### src/rtl/ones_counter.sv
// Registered 8-bay occupancy counter: popcount of new_capacity with free/full/empty
// flags (compiled in only when ONES_COUNTER_FLAGS_EN is defined) and a change strobe.
module ones_counter (
  input  logic       clk,
  input  logic       rst_n,
  input  logic [7:0] new_capacity,
  input  logic       in_valid,
  output logic [3:0] parked,
  output logic [3:0] free,
  output logic       full,
  output logic       empty,
  output logic       out_valid,
  output logic       changed
);

  // Handshake: a sample is taken on every rising edge with in_valid=1 (no ready,
  // no backpressure); out_valid pulses for exactly one cycle per accepted sample.

  logic [1:0] pair_sum [4];
  logic [2:0] quad_sum [2];
  logic [3:0] count;

  // Adder tree: bit pairs, then pairs of pairs, then the final sum (max 8, no truncation).
  always_comb begin
    for (int i = 0; i < 4; i++) begin
      pair_sum[i] = {1'b0, new_capacity[2*i]} + {1'b0, new_capacity[2*i+1]};
    end
    for (int j = 0; j < 2; j++) begin
      quad_sum[j] = {1'b0, pair_sum[2*j]} + {1'b0, pair_sum[2*j+1]};
    end
    count = {1'b0, quad_sum[0]} + {1'b0, quad_sum[1]};
  end

  always_ff @(posedge clk) begin
    if (!rst_n) begin
      parked    <= 4'd0;
      out_valid <= 1'b0;
      changed   <= 1'b0;
    end else if (in_valid) begin
      parked    <= count;
      out_valid <= 1'b1;
      changed   <= (count != parked);
    end else begin
      out_valid <= 1'b0;
      changed   <= 1'b0;
    end
  end

`ifdef ONES_COUNTER_FLAGS_EN
  always_ff @(posedge clk) begin
    if (!rst_n) begin
      free  <= 4'd8;
      full  <= 1'b0;
      empty <= 1'b1;
    end else if (in_valid) begin
      free  <= 4'd8 - count;
      full  <= (count == 4'd8);
      empty <= (count == 4'd0);
    end
  end
`else
  assign free  = 4'd0;
  assign full  = 1'b0;
  assign empty = 1'b0;
`endif

endmodule

### config.mk
export PLATFORM = sky130hd
export DESIGN_NAME = ones_counter
export DESIGN_NICKNAME = d
export VERILOG_FILES = /design/src/rtl/ones_counter.sv
export SDC_FILE = /design/constraint.sdc
export NUM_CORES = 1
export LEC_CHECK = 0
export ABC_AREA = 0
export BUFFER_PORTS_ARGS = -buffer_cell sky130_fd_sc_hd__buf_2
export CAP_MARGIN = 30
export CORE_AREA = 4 4 41 43
export DETAILED_ROUTE_END_ITERATION = 10
export DIE_AREA = 0 0 45 47
export HOLD_SLACK_MARGIN = 0.05
export PLACE_DENSITY = 0.77
export SYNTH_ARGS = -nofsm -noshare
export SYNTH_HDL_FRONTEND = slang
export SYNTH_SLANG_ARGS = --single-unit
### constraint.sdc
create_clock -name clk -period 8.5 [get_ports clk]
set_input_delay 1.275 -clock clk [delete_from_list [all_inputs] [get_ports clk]]
set_output_delay 1.275 -clock clk [all_outputs]
set_load 0.01 [all_outputs]
# After elaboration in Yosys (flattened, before gate mapping)
# Index checks and enable logic that the tools add are counted.
classes:
  eq_ne: 1
  add_sub_neg: 7
  n_reduce_logical: 1
  mux: 1
ops:
  columns: ["operator", "count"]
  rows:
  - ["1-bit by 1-bit adder with 2-bit output", 4]
  - ["2-bit by 2-bit adder with 3-bit output", 2]
  - ["3-bit by 3-bit adder with 4-bit output", 1]
  - ["4-bit != test", 1]
  - ["2-bit AND reduction", 1]
  - ["1-bit two-way mux", 1]
word_totals:
  output_inout_bits: 12
  regBits: 6
  inputBits: 11
  wordCells: 13

# Logic depth before layout (Yosys ltp)
depth:
  depth_word: 4
  ltp_mapped: 10
  depth_no_buf: 10

# Least setup slack after synthesis
# OpenSTA, ideal clock, no wires.
synth_path:
  path_type: "input to register"
  startpoint: "in new_capacity[0]"
  endpoint: "reg changed"
  t_required_ps: 8367
  stages: 10
  n_path_buf: 0
  setup_slack_ps: 4523
  setup_time_ps: 133
  arrival_ps: 3844
  path_cell_list: "fa_1 inv_1 fa_1 fa_1 inv_1 ha_1 fa_1 xnor2_2 xor2_1 a41oi_2"
synth_between:
  elab_chain_cells: 4
synth_lines:
  columns: ["item", "line", "rtl"]
  rows:
  - ["from (decl)", "6", "input logic [7:0] new_capacity,"]
  - ["1-bit by 1-bit adder with 2-bit output", "26", "pair_sum[i] = {1'b0, new_capacity[2*i]} + {1'b0, new_capacity[2*i+1]};"]
  - ["2-bit by 2-bit adder with 3-bit output", "29", "quad_sum[j] = {1'b0, pair_sum[2*j]} + {1'b0, pair_sum[2*j+1]};"]
  - ["3-bit by 3-bit adder with 4-bit output", "31", "count = {1'b0, quad_sum[0]} + {1'b0, quad_sum[1]};"]
  - ["4-bit != test", "42", "changed <= (count != parked);"]
  - ["to (signal assigned)", "42", null]
  - ["to (decl)", "13", "output logic changed"]
# No other way between the ends.
# A chain may end at the register's enable or synchronous reset.

# Final worst setup path
# Same ends and word-level chain as after synthesis.

==> results.toml <==
[clock_tree]
cts_hold_buf = 0
clkSlewWorstSetupHoldPaths_ns = 0.04
clockBufferDepth = 2
insertion_delay_ns = 0.24
cts_tree = "built"
cts_setup_buffers = 0
cts_sinks = 6
numCtsBuffers = 3
root_buffer = "clkbuf_4"
cts.repair.resized = 0
h-tree-depth = 1

[routing]
dr.pass1.iters = 3
drtAntennaViolNets = 0
drc = 0
wirelength_um = 778
drt_iter0_markers = 2
post_drt_wl_per_cell_um = 9.60
via_per_inst = 4.28
vias = 347

[setup_path]
start_kind = "primary input"
timing_worst_setup_path_type = "primary input to register"
path_max_fanout = 2
worstReg2RegStart = "parked[1]"
worstPathArrival_ns = 4.07
crit_path_end_kind = "register"
cp-startpoint = "new_capacity[0]"
required_ns = 8.61

[pwr]
vdd_drop_max_mv = 0.0951
power.total_w = 0.000112
power_density_nw_per_um2 = 196
p_leak_nw = 0.330

[place]
globalplace.congestion = 0.657
port_buffers = 16
hpwl_um = 682
dp.cells = 78

[timing]
maxSlewViolCount = 0
fin_worst_skew_ns = 0.000631
finalSetupViolCount = 0
rsz0062_at_grt = "no"
min_period_ns = 3.96
period_share = 0.466
fin_tns_setup_ns = 0
hold_viol = 0
fmax_mhz = 253

[global_route]
grt_pass1_vias = 333
grt.overflow.total = 0
grt_pass1_wl_um = 1350
grt_max_degree = 8
antenna_found_initial = 0
track_usage = 0.0898

[die]
dieArea_um2 = 2120
ios = 23
die_width_um = 45
fp.coreArea_um2 = 1300
start_util = 0.370
num_rows = 13
fp.dieH_um = 47

[logic_synthesis]
synth_seq_area_share = 0.249
syn_avg_cell_area_um2 = 9.83
synth_cell_types = 21
syn_area_um2 = 482
async_flop_share = 0
yosys_most_used_dff = "dfxtp_1"
yosys_warnings = 0
synth_edf_count = 0
synthCells = 49
ys_ff_latch = 6

[cells_and_area]
area_growth_pct = 18.7
instances_no_fill = 81
n_antenna_cell = 0
post-route-util = 0.439
fin_nets = 86
drive_above_1_share = 0.333

[run]
cap_violations = 0

[hold_path]
hp-class = "register to register"
hp-start = "parked[3]"

[status]
status = "complete, no violations"
-- worst max-delay path, stage by stage --
cell and delay [ns]:
buf_2 0.11, fa_1 0.53, inv_1 0.05, fa_1 0.45, fa_1 0.50, inv_1 0.04
ha_1 0.20, fa_1 0.41, xnor2_2 0.22, xor2_1 0.19, a41oi_2 0.10
-- registers in the layout, indices dropped and copies added, names as in the netlist --
register / flops
out_valid: 1
changed: 1
parked: 4
-- cells in the final DEF (no fill, tap or decap), drive strengths merged, types with 2 or more instances in the layout --
master / n
clkbuf: 3
dfxtp: 6
inv: 9
ha: 3
conb: 6
xor2: 3
fa: 4
nand2: 2
buf: 16
mux2i: 2
nor2b: 2
-- metrics by stage --
step / setup WS [ns] / hold slack, ns / area (um^2)
final: 4.54 / 0.510 / 572
after global routing: 4.44 / 0.553 / 572
after CTS: 4.55 / 0.514 / 572
after detailed placement: 4.31 / 0.504 / 549
after global placement: 4.30 / 0.495 / 549
after floorplan: 4.52 / 0.514 / 500
-- area by class of cell --
cell class	instances	area, um^2
clock buffer	3	22.5
fill	133	729
inverter	9	33.8
multi-input combinational	32	297
sequential	6	120
tap	15	18.8
timing repair buffer	16	80.1
-- cells by family after synthesis --
logic type	synth area share
adders and majority gates	0.244
AOI/OAI and AO/OA	0.107
xor gates and xnor gates	0.0883
buffers and inverters	0.174
DFF	0.249
muxes	0.0416
and+or+nand+nor	0.0883
other	0.00778
-- final timing paths --
path | endpoint | slack, ns | cells after the start
worst min register to register | parked[3] | 0.51 | 2
worst min-delay path | parked[3] | 0.51 | 2
worst max-delay path | changed | 4.54 | 11
worst max register to register | changed | 7.65 | 3
-- metal layers --
layer / vias to the layer above / part of all wire / global-route usage
li1: 175 / - / -
met1: 154 / 0.43 / 0.104
met2: 18 / 0.47 / 0.138
met3: 0 / 0.10 / 0.0268
met4: 0 / 0 / 0.0702
met5: - / 0 / 0
-- cell usage after synthesis (2+ instances only) --
cell,n,area (um^2)
inv_1,9,33.8
ha_1,3,37.5
fa_1,4,80.1
nand2_1,2,7.51
dfxtp_1,6,120
xor2_1,3,26.3
nor2b_1,2,12.5
mux2i_1,2,20.0
buf_4,6,45.0
-- power by group --
part / switching (W) / leakage (nW) / internal, W
clock network: 0.00000979 / 0.0138 / 0.0000159
logic: 0.0000270 / 0.267 / 0.0000244
registers: 0.00000250 / 0.0496 / 0.0000322
total: 0.0000393 / 0.330 / 0.0000726
Note: power is estimated with default switching activity, not from simulation.
